--- config.mk ---
export PLATFORM = sky130hd
export DESIGN_NAME = product_accumulator
export DESIGN_NICKNAME = d
export VERILOG_FILES = /design/src/rtl/product_accumulator.sv
export SDC_FILE = /design/constraint.sdc
export NUM_CORES = 1
export LEC_CHECK = 0
export ABC_AREA = 0
export CORE_MARGIN = 2
export CORE_UTILIZATION = 40
export DETAILED_ROUTE_END_ITERATION = 8
export PLACE_DENSITY = 0.64
export SYNTH_ARGS = -nofsm -noshare
export SYNTH_HDL_FRONTEND = slang
export SYNTH_SLANG_ARGS = --single-unit
--- constraint.sdc ---
create_clock -name clk -period 2.63 [get_ports clk]
set_input_delay 0.263 -clock clk [delete_from_list [all_inputs] [get_ports clk]]
set_output_delay 0.263 -clock clk [all_outputs]
set_load 0.01 [all_outputs]
--- src/rtl/product_accumulator.sv ---
`default_nettype none
// ---------------------------------------------------------------------------
// product_accumulator : sums each group of COUNT unsigned products, valid/ready
// on both sides. Optional clamp-on-overflow via PRODUCT_ACC_SATURATE_EN.
// Revision: 1.0
// ---------------------------------------------------------------------------
module product_accumulator #(
  parameter int PROD_W = 16,
  parameter int ACC_W  = 24,
  parameter int COUNT  = 8
) (
  input  logic              clk,
  input  logic              rst,
  input  logic              clear,
  input  logic              in_valid,
  output logic              in_ready,
  input  logic [PROD_W-1:0] in_prod,
  output logic              out_valid,
  input  logic              out_ready,
  output logic [ACC_W-1:0]  out_sum,
  output logic              out_ovf
);

  localparam int CNT_W = (COUNT > 1) ? $clog2(COUNT) : 1;
  localparam logic [CNT_W-1:0] CNT_LAST = CNT_W'(COUNT - 1);

  typedef enum logic [0:0] {
    S_COLLECT = 1'b0,
    S_HOLD    = 1'b1
  } state_t;

  state_t             state_q, state_d;
  logic [ACC_W-1:0]   acc_q, acc_d;
  logic [CNT_W-1:0]   cnt_q, cnt_d;
  logic               ovf_acc_q, ovf_acc_d;
  logic [ACC_W-1:0]   out_sum_q, out_sum_d;
  logic               out_ovf_q, out_ovf_d;

  logic [ACC_W:0]     sum_wide;
  logic               carry;
  logic [ACC_W-1:0]   acc_next;
  logic               accept;

  assign sum_wide = {1'b0, acc_q} + {{(ACC_W + 1 - PROD_W){1'b0}}, in_prod};
  assign carry    = sum_wide[ACC_W];

`ifdef PRODUCT_ACC_SATURATE_EN
  // Once clamped, acc is all-ones, so any further non-zero add carries again
  // and the clamp persists for the rest of the group.
  assign acc_next = carry ? {ACC_W{1'b1}} : sum_wide[ACC_W-1:0];
`else
  assign acc_next = sum_wide[ACC_W-1:0];
`endif

  assign in_ready  = (state_q == S_COLLECT) && !clear;
  assign accept    = in_valid && in_ready;
  assign out_valid = (state_q == S_HOLD);
  assign out_sum   = out_sum_q;
  assign out_ovf   = out_ovf_q;

  always_comb begin
    state_d   = state_q;
    acc_d     = acc_q;
    cnt_d     = cnt_q;
    ovf_acc_d = ovf_acc_q;
    out_sum_d = out_sum_q;
    out_ovf_d = out_ovf_q;
    case (state_q)
      S_COLLECT: begin
        if (clear) begin
          acc_d     = '0;
          cnt_d     = '0;
          ovf_acc_d = 1'b0;
        end else if (accept) begin
          if (cnt_q == CNT_LAST) begin
            out_sum_d = acc_next;
            out_ovf_d = ovf_acc_q | carry;
            acc_d     = '0;
            cnt_d     = '0;
            ovf_acc_d = 1'b0;
            state_d   = S_HOLD;
          end else begin
            acc_d     = acc_next;
            cnt_d     = cnt_q + 1'b1;
            ovf_acc_d = ovf_acc_q | carry;
          end
        end
      end
      S_HOLD: begin
        // clear is deliberately ignored here: a finished result is never lost.
        if (out_ready) begin
          state_d = S_COLLECT;
        end
      end
      default: state_d = S_COLLECT;
    endcase
  end

  always_ff @(posedge clk) begin
    if (!rst) begin
      state_q   <= S_COLLECT;
      acc_q     <= '0;
      cnt_q     <= '0;
      ovf_acc_q <= 1'b0;
      out_sum_q <= '0;
      out_ovf_q <= 1'b0;
    end else begin
      state_q   <= state_d;
      acc_q     <= acc_d;
      cnt_q     <= cnt_d;
      ovf_acc_q <= ovf_acc_d;
      out_sum_q <= out_sum_d;
      out_ovf_q <= out_ovf_d;
    end
  end

endmodule
`default_nettype wire

# Yosys cells after proc, flatten, opt, wreduce, memory -nomap -nowiden
# Cells that the tools add are included.
[word_totals] output_inout_bits=27 wordCells=32 regBits=54
[classes] n_reduce_logical=6 bitwise_logic=3 n_mux=14 addsub=2 n_eq_ne=1
[op_table] cell="$mux W24" n=3
[op_table] cell="$add A24 B16 Y25" n=1
[op_table] cell="$mux W3" n=3
[op_table] cell="$mux W1" n=7
[op_table] cell="$reduce_and A4 Y1" n=1
[op_table] cell="$add A3 B1 Y3 const B" n=1
[op_table] cell="$eq A3 B3 Y1 const B" n=1
[op_table] cell="$logic_and A1 B1 Y1" n=2
[op_table] cell="$not A1 Y1" n=2
[op_table] cell="$pmux W1 S2" n=1
[op_table] cell="$reduce_and A2 Y1" n=1
[op_table] cell="$reduce_bool A2 Y1" n=1
[op_table] cell="$logic_not A1 Y1" n=1
[op_table] cell="$or A1 B1 Y1" n=1

# Depth between registers and ports, before layout
# Gate-level depths: netlist (run 1).
[logic_depth] word_depth=6 depth_mapped=10

# Worst setup path after synthesis (run 1)
# No wires, ideal clock.
[synth_path] path_kind="reg-to-reg" from="reg acc_q[0]" to="reg acc_q[18]" n_path_buf=0 setup_ns=0.128 setup_slack_ns=0.395 stages_incl_launch_ff=11 synth_period_minus_slack_ns=2.235 arrival_time_ns=2.108 cell_sequence="dfxtp_1 -> ha_1 -> inv_1 -> fa_1 -> nand2b_1 -> a21oi_2 -> o2111ai_1 -> a211o_1 -> mux2i_1 -> a221oi_1 -> nor2_1"
[synth_via] elab_chain_len=4
[synth_rtl] element="from (decl)" line="33" text="logic [ACC_W-1:0] acc_q, acc_d;"
[synth_rtl] element="from (signal assigned)" line="102" text="acc_q <= '0;"
[synth_rtl] element="from (signal assigned)" line="109" text="acc_q <= acc_d;"
[synth_rtl] element="$add A24 B16 Y25" line="44" text="assign sum_wide = {1'b0, acc_q} + {{(ACC_W + 1 - PROD_W){1'b0}}, in_prod};"
[synth_rtl] element="$mux W24" line="75" text="if (cnt_q == CNT_LAST) begin"
[synth_rtl] element="$mux W24" line="74" text="end else if (accept) begin"
[synth_rtl] element="$mux W24" line="70" text="if (clear) begin"
# No other way between the ends. The select of a mux whose other input is x is not followed.
# A chain may end at the register's enable or synchronous reset.

# Worst setup path after layout (run 1)
[layout_path] from="in in_prod[0]" to="reg acc_q[18]"
[layout_via] elab_chain_len=4
[layout_rtl] element="from (decl)" line="17" text="input logic [PROD_W-1:0] in_prod,"
[layout_rtl] element="$add A24 B16 Y25" line="44"
[layout_rtl] element="$mux W24" line="75"
[layout_rtl] element="$mux W24" line="74"
[layout_rtl] element="$mux W24" line="70"
# No other way between the ends. The select of a mux whose other input is x is not followed.

==> results.txt, run 1 <==
Status -> completed
Most frequent cells in the layout -> 54 x dfxtp_1, 47 x clkdlybuf4s50_1, 42 x nand2_1
Crit Path Max Fanout -> 5
Worst setup SP type -> input port
DRT antenna net count -> 0
Proportion of synthesized area in mux cells -> 0.332%
Relative slew margins -> 57.3%
Total chip power -> 0.00162 W
Final Max Slew Viols -> 0
Worst setup EP type -> flip-flop
Largest net degree at the start of global routing -> 27
Gr usage total -> 18.1%
Core area -> 7290 um2
Mean Syn Cell Area -> 8.17 um2
Port bufs -> 47
Post-CTS setup buffers -> 0
Antenna violations before repair -> 0
Delay-heaviest family, CP -> compound AO/OA/AOI/OAI gates
Synthesized Nets -> 409
Adder-Cell Fraction of Synth Area -> 8.13%
Synth top area share -> 35.9%
Yosys warns -> 0
Ratio of cells with drive above 1 in the final layout -> 10.7%
Worst endpoint required time -> 2.82 ns
Post-synthesis xor/xnor area fraction -> 5.81%
Latest clock arrival within the worst-skew pair -> 0.31 ns
Via count -> 2746
Tightest Pin Transition -> 0.641 ns
Peak Freq -> 411 MHz
CTS buffer count -> 5
Worst Hold Depth -> 2
Routability cong. -> 0.889
RSZ-0062 raised after global routing -> false
Total grt overflow -> 0
Clock network power share -> 32.3%
Post-CTS Resized -> 0
Chip Height -> 90.8 um
Internal power -> 0.00119 W
R2R Path End -> acc_q[18]
Sw Ratio -> 26.8%
Largest cells by area after synthesis -> dfxtp_1 36%, ha_1 7.5%, a21oi_1 6.3%, nand2_1 5.2%, o21ai_0 3.8%
Post-synth EDFFs -> 0
Hold-fix buffers at CTS -> 0
Final period util -> 92.6%
Synth cell types -> 56
Worst path arrival time -> 2.63 ns
Hold Path Class -> flip-flop to flip-flop
R2r worst-path depth -> 10
Clk_skew -> 0.0158 ns
Cell Area, Placed -> 3660 um2
Drt pass-1 iters -> 4
Num ports -> 48
CP Buf/Inv Count -> 2
CP cell instances -> clkdlybuf4s50_1, ha_1, inv_1, fa_2, nand2b_4, a21oi_2, o2111ai_1, a211o_2, mux2i_2, a221oi_2, nor2_1
Setup TNS -> 0 ns
CTS clk-pin slew, worst paths -> 0.11 ns
Hold path start -> out_sum[17]
Vias in the first global route -> 2618
Hold EP -> out_sum[17]
Tmin final -> 2.43 ns
Leakage power -> 1.42 nW
Max-cap violation count -> 0
Fin. Hold Viols -> 0
Wirelength per Cell -> 14.2 um
H-tree depth reported by CTS -> 2
CP max stage delay -> 0.46 ns
Leading cell type in the layout, fill and taps excluded -> dfxtp_1
Via density -> 5.28
Async S/R FF share, synth -> 0%
Simple-gate share of the synthesized area -> 19.8%
Seq cells post-synth -> 54
Synth Area in Compound Gates -> 25.4%
Seq/Total Area, Yosys -> 35.9%
Worst-case clock buffer depth -> 2
CTS tree -> done
Synthesized area -> 3020 um2
Peak supply drop -> 0.264 mV
Initial Utilization -> 41.4%
DRT iter0 DRCs -> 118
P_sw -> 0.000435 W
CTS Sinks -> 54
Sequential Power Share -> 51.6%
Ant. Diodes -> 0
Final setup vio count -> 0
Total Routed Length -> 7.37 mm
R2R Path Start -> acc_q[0]
Slowest-stage cell, CP -> clkdlybuf4s50_1
Reg2Reg Setup Slack -> 0.25 ns
Die X -> 90.8 um
DR DRC count -> 0
Critical path type -> input port to flip-flop
Largest family of logic cells by synthesized area -> compound AO/OA/AOI/OAI gates
Nets -> 460
# rows -> 31
HPWL Detailed -> 5.45 mm
CP Launch Point -> in_prod[0]
Synth Flop Type -> dfxtp_1
Design Area, Final -> 3780 um2
CTS root buffer -> clkbuf_8
DIE AREA -> 8250 um2
Gate Count Post-Synth -> 369
Cell taking the most area after synthesis -> dfxtp_1
Area Growth Syn to Fin -> 25.4%
Cell area power density -> 429 nW/um2
Combinational power share -> 16.1%
Global-route wire length before repair -> 12.4 mm
[registers in the layout, summed over array words and instances (netlist names)]
| signal | count |
|---|---|
| ovf_acc_q | 1 |
| acc_q | 24 |
| out_ovf | 1 |
| cnt_q | 3 |
| out_sum | 24 |
| out_valid | 1 |
[stage by stage]
step | setup WS, ns | hold WS (ns) | instances | utilization (%)
2_1_floorplan | 0.395 | 0.429 | 369 | -
3_3_place_gp | -0.148 | 0.439 | 512 | 50.1
3_5_place_dp | -0.212 | 0.444 | 512 | 50.1
4_1_cts | 0.116 | 0.458 | 520 | 51.6
5_1_grt | 0.0407 | 0.490 | 520 | 51.9
6_report | 0.196 | 0.454 | 520 | 51.9
[metal layers]
metal	routed length, um	track usage, %	vias to the layer above
met2	3440	30.7	54
met3	248	3.42	11
met1	3570	24.0	1258
met4	114	3.79	0
met5	0	0	-
li1	-	-	1423
[synth_stat cells, drive strengths merged, types with 2 or more instances]
cell,n
a211oi,2
a21o,5
a21oi,40
a22oi,7
a31oi,8
a32oi,2
and2,4
and3,4
and4,3
buf,7
clkbuf,15
dfxtp,54
ha,18
inv,12
nand2,43
nand2b,7
nand3,15
nand4,8
nor2,29
nor3,2
o211ai,5
o21ai,30
o21bai,2
o31ai,4
or2,3
or3,4
xnor2,13
xor2,7
[worst max-delay path by stage]
stage / cells after the start / endpoint
2_1_floorplan: 10 / acc_q[18]
3_3_place_gp: 11 / acc_q[18]
3_5_place_dp: 11 / acc_q[18]
4_1_cts: 11 / acc_q[18]
5_1_grt: 11 / acc_q[18]
6_report: 11 / acc_q[18]
[power by group through the flow]
stage               Sequential, W  Combinational [W]  Clock, W
floorplan                0.000854           0.000170         0
global placement         0.000855           0.000256         0
detailed placement       0.000856           0.000257         0
CTS                      0.000837           0.000259  0.000538
global route             0.000839           0.000291  0.000572
finish                   0.000837           0.000261  0.000523
[cells by family (layout without fill, tap and decap cells)]
logic type,Yosys count,in the layout
fa+ha+maj,19,19
simple gates,125,125
mux,1,1
flops,54,54
compound gates,116,116
buf+inv,34,86
xor+xnor,20,20
[worst min-delay path, cell delays in order (launching register included)]
cell and delay [ns]:
dfxtp_1 0.32, nand2_1 0.05, a21oi_1 0.05
[cell type report]
cell class	count	area, um2
clock buffer	7	96.3
multi-input combinational	281	1810
timing repair buffer	66	613
inverter	12	45.0
sequential	54	1080
clock inverter	1	8.76
tap	99	124
fill	759	3510
Power figures use the tool's default switching activity.
==> run 2: changes to the inputs <==
CORE_MARGIN = 3   (was 2)
==> run 2 against run 1 <==
  * Hold slack improved by 0.0055 ns
  * Sequential cell count unchanged
  * Sequential power about the same
  * Critical path type unchanged
  * Largest cell class unchanged
==> results.txt, run 2 (synthesis gave the netlist of run 1 again) <==
Status -> completed
Final setup vio count -> 0
WL met2 -> 3.50 mm
Via density -> 5.34
Register area -> 1080 um2
DRT iter0 DRCs -> 126
CTS buffer count -> 5
Hold EP -> out_sum[17]
Core area -> 7290 um2
Multi-input gate area -> 1830 um2
Worst setup SP type -> input port
Tightest Pin Transition -> 0.610 ns
Max-cap violation count -> 0
Hold-fix buffers at CTS -> 0
Via count -> 2788
CTS clk-pin slew, worst paths -> 0.09 ns
Routability cong. -> 0.865
Relative slew margins -> 59.3%
Worst setup EP type -> flip-flop
Worst-case clock buffer depth -> 2
Fillers -> 764
# rows -> 31
Crit Path Max Fanout -> 5
Initial Utilization -> 41.4%
Leakage power -> 1.42 nW
Finished Core Util -> 52.1%
Leading cell type in the layout, fill and taps excluded -> dfxtp_1
Worst endpoint required time -> 2.81 ns
Global-route wire length before repair -> 12.6 mm
Hold path start -> out_sum[17]
Setup slack at placement -> -0.237 ns
Port bufs -> 47
Sw Ratio -> 27.0%
Setup TNS -> 0 ns
Final Max Slew Viols -> 0
Peak Freq -> 400 MHz
Die X -> 92.8 um
Num ports -> 48
Hold Path Class -> flip-flop to flip-flop
RSZ-0062 raised after global routing -> false
Worst Hold Depth -> 2
Worst path arrival time -> 2.68 ns
Vias in the first global route -> 2674
Post-CTS setup buffers -> 0
Total grt overflow -> 0
Antenna violations before repair -> 0
Total Routed Length -> 7.59 mm
DRT antenna net count -> 0
CTS Sinks -> 54
Fin. Hold Viols -> 0
Clock network power share -> 30.5%
Ant. Diodes -> 0
HPWL Detailed -> 5.75 mm
Gr usage total -> 17.9%
CTS root buffer -> clkbuf_8
WL met1 -> 3.68 mm
Sequential Power Share -> 52.7%
Final period util -> 95.1%
Uppermost layer routed -> met4
CTS tree -> done
Wirelength per Cell -> 14.5 um
Met3 wire len -> 307 um
Largest net degree at the start of global routing -> 22
Nets -> 462
R2r worst-path depth -> 10
Peak supply drop -> 0.221 mV
Post-route setup slack -> 0.129 ns
R2R Path Start -> acc_q[0]
Most frequent cells in the layout -> 54 x dfxtp_1, 47 x clkdlybuf4s50_1, 42 x nand2_1
DR DRC count -> 0
Chip Height -> 92.8 um
Internal power -> 0.00116 W
DIE AREA -> 8620 um2
Reg2Reg Setup Slack -> 0.21 ns
Clk_skew -> 0.00682 ns
Critical path type -> input port to flip-flop
P_sw -> 0.000429 W
Latest clock arrival within the worst-skew pair -> 0.31 ns
R2R Path End -> acc_q[18]
Combinational power share -> 16.8%
Area Growth Syn to Fin -> 26.1%
Cell area power density -> 418 nW/um2
Tmin final -> 2.50 ns
Ratio of cells with drive above 1 in the final layout -> 10.9%
Drt pass-1 iters -> 5
H-tree depth reported by CTS -> 2
-- run 2: cell type report --
type | count | area share (%)
Tap cell | 99 | 3.26
Multi-Input combinational cell | 281 | 48.2
Inverter | 12 | 1.18
Clock inverter | 1 | 0.132
Clock buffer | 7 | 2.27
Sequential cell | 54 | 28.4
Timing Repair Buffer | 68 | 16.5
-- run 2: how the worst max path moves through the flow --
stage          cells after the start       start   endpoint
4_1_cts                           11  in_prod[0]  acc_q[18]
3_5_place_dp                      11  in_prod[0]  acc_q[18]
3_3_place_gp                      11  in_prod[0]  acc_q[18]
6_report                          11  in_prod[0]  acc_q[18]
2_1_floorplan                     10    acc_q[0]  acc_q[18]
5_1_grt                           11  in_prod[0]  acc_q[18]
-- run 2: through the flow --
stage / instances / hold slack, ns / cell area (um2) / total power (W)
after floorplan: 369 / 0.429 / 3020 / 0.00102
after global placement: 514 / 0.440 / 3670 / 0.00111
after detailed placement: 514 / 0.447 / 3670 / 0.00112
after CTS: 522 / 0.461 / 3760 / 0.00161
after global routing: 522 / 0.488 / 3800 / 0.00166
final: 522 / 0.459 / 3800 / 0.00159
-- run 2: worst max-delay path: stages --
cell             delay [ns]
clkdlybuf4s50_1        0.46
ha_1                   0.16
inv_1                  0.05
fa_1                   0.39
nand2b_4               0.17
a21oi_4                0.13
o2111ai_2              0.17
a211o_4                0.42
mux2i_2                0.18
a221oi_2               0.23
nor2_1                 0.05
-- run 2: layer usage --
metal / vias up / track usage, %
met1: 1288 / 24.3
li1: 1422 / -
met3: 11 / 3.49
met5: - / 0
met4: 0 / 4.76
met2: 67 / 28.9
-- run 2: what timing repair did --
| item | 4_1_cts | 5_1_grt |
|---|---|---|
| endpoints found under the setup margin | 0 | 1 |
| resized for setup | 0 | 7 |
| endpoints found under the hold margin | 0 | 0 |
-- run 2: power by group through the flow --
| stage | clock network, W | logic (W) | registers, W |
|---|---|---|---|
| after detailed placement | 0 | 0.000261 | 0.000856 |
| after floorplan | 0 | 0.000170 | 0.000854 |
| after CTS | 0.000506 | 0.000262 | 0.000837 |
| after global routing | 0.000528 | 0.000297 | 0.000839 |
| final | 0.000485 | 0.000267 | 0.000837 |
| after global placement | 0 | 0.000259 | 0.000856 |
==> run 3: changes to the inputs <==
MAX_ROUTING_LAYER = met4   (was not set)
==> run 3 against run 2 <==
  * Die area unchanged
  * Register-to-register slack improved by 0.05 ns
  * First-iteration DRC count fell by 4.0%
  * Sequential cell count did not move
  * Fmax up 2.2%
  * Core utilization hardly changed
  * Critical path type unchanged
  * Largest cell class unchanged
  * Largest power group unchanged
==> results.txt, run 3 (synthesis gave the netlist of run 1 again) <==
Hold-fix buffers at CTS -> 0
Relative slew margins -> 60.1%
DRT iter0 DRCs -> 121
Initial Utilization -> 41.4%
Ratio of cells with drive above 1 in the final layout -> 11.1%
Global-route wire length before repair -> 12.6 mm
Setup slack at placement -> -0.237 ns
Post-CTS setup buffers -> 0
Ant. Diodes -> 0
H-tree depth reported by CTS -> 2
Via density -> 5.33
Final setup vio count -> 0
CP Buf/Inv Count -> 2
Worst endpoint required time -> 2.81 ns
Routability cong. -> 0.879
Tmin final -> 2.45 ns
Area Growth Syn to Fin -> 26.2%
DRT antenna net count -> 0
Setup TNS -> 0 ns
Chip Height -> 92.8 um
Final Max Slew Viols -> 0
Max-cap violation count -> 0
Total Routed Length -> 7.59 mm
Total grt overflow -> 0
Post-route setup slack -> 0.182 ns
Cell area power density -> 417 nW/um2
CTS buffer count -> 5
Peak supply drop -> 0.222 mV
Status -> completed
DIE AREA -> 8620 um2
Worst-case clock buffer depth -> 2
Crit Path Max Fanout -> 5
Design Area, Final -> 3800 um2
Drt pass-1 iters -> 4
Delay-heaviest family, CP -> compound AO/OA/AOI/OAI gates
Port bufs -> 47
Clk_skew -> 0.00618 ns
HPWL Detailed -> 5.75 mm
Total chip power -> 0.00159 W
CTS root buffer -> clkbuf_8
Nets -> 462
Tightest Pin Transition -> 0.598 ns
Wirelength per Cell -> 14.5 um
Via count -> 2782
Num ports -> 48
CTS Sinks -> 54
RSZ-0062 raised after global routing -> false
DR DRC count -> 0
Worst setup SP type -> input port
Critical path type -> input port to flip-flop
Peak Freq -> 408 MHz
Cell Area, Placed -> 3670 um2
Gr usage total -> 18.3%
Worst path arrival time -> 2.63 ns
Fin. Hold Viols -> 0
CTS clk-pin slew, worst paths -> 0.09 ns
Die X -> 92.8 um
Most frequent cells in the layout -> 54 x dfxtp_1, 47 x clkdlybuf4s50_1, 42 x nand2_1
Antenna violations before repair -> 0
# rows -> 31
Largest net degree at the start of global routing -> 22
Leading cell type in the layout, fill and taps excluded -> dfxtp_1
Core area -> 7290 um2
CTS tree -> done
Hold Path Class -> flip-flop to flip-flop
Leakage power -> 1.42 nW
Vias in the first global route -> 2679
CP max stage delay -> 0.46 ns
Latest clock arrival within the worst-skew pair -> 0.31 ns
Slowest-stage cell, CP -> clkdlybuf4s50_1
CP cell instances -> clkdlybuf4s50_1, ha_1, inv_1, fa_2, nand2b_4, a21oi_4, o2111ai_2, a211o_4, mux2i_2, a221oi_2, nor2_1
Worst setup EP type -> flip-flop
Final period util -> 93.1%
-- run 3: cell count changes in the layout (fill, tap and decap cells not counted) --
cell / previous run / this run
fa_2: 0 / 1
fa_1: 1 / 0
-- run 3: timing repair --
item                                   in CTS  in global routing
endpoints found under the hold margin       0                  0
setup endpoints to repair                   0                  1
gates resized for setup                     0                  8
-- run 3: power breakdown --
group / internal, W / switching (W)
Sequential: 0.000830 / 0.00000744
Combinational: 0.000117 / 0.000150
Clock: 0.000213 / 0.000268
Total: 0.00116 / 0.000426
-- run 3: layout make-up --
class / instances / area [um2]
Tap cell: 99 / 124
Clock buffer: 7 / 86.3
Inverter: 12 / 45.0
Multi-Input combinational cell: 281 / 1840
Timing Repair Buffer: 68 / 628
Fill cell: 763 / 3490
Clock inverter: 1 / 5.00
Sequential cell: 54 / 1080
-- run 3: per-layer routing --
layer | up-vias | GRT usage [%] | routed length [um]
met1 | 1286 | 24.3 | 3650
li1 | 1423 | - | -
met2 | 63 | 28.9 | 3520
met3 | 10 | 3.25 | 353
met4 | 0 | 4.76 | 76
met5 | - | - | 0
-- run 3: final timing paths --
path / start / to / slack (ns) / cells past startpoint
max reg2reg: acc_q[0] / acc_q[18] / 0.26 / 10
min: out_sum[17] / out_sum[17] / 0.46 / 2
min reg2reg: out_sum[17] / out_sum[17] / 0.46 / 2
max: in_prod[0] / acc_q[18] / 0.18 / 11
-- run 3: stage by stage --
| step | hold slack, ns | std cells | util, % |
|---|---|---|---|
| after floorplan | 0.429 | 369 | - |
| after global placement | 0.440 | 514 | 50.3 |
| after detailed placement | 0.447 | 514 | 50.3 |
| after CTS | 0.461 | 522 | 51.6 |
| after global routing | 0.488 | 522 | 52.2 |
| final | 0.458 | 522 | 52.2 |
-- run 3: worst register-to-register path: stages (launching register included) --
cell and delay, ns:
dfxtp_1 0.34, ha_1 0.16, inv_1 0.05, fa_2 0.34, nand2b_4 0.16, a21oi_4 0.13, o2111ai_2 0.16, a211o_4 0.41
mux2i_2 0.18, a221oi_2 0.24, nor2_1 0.06
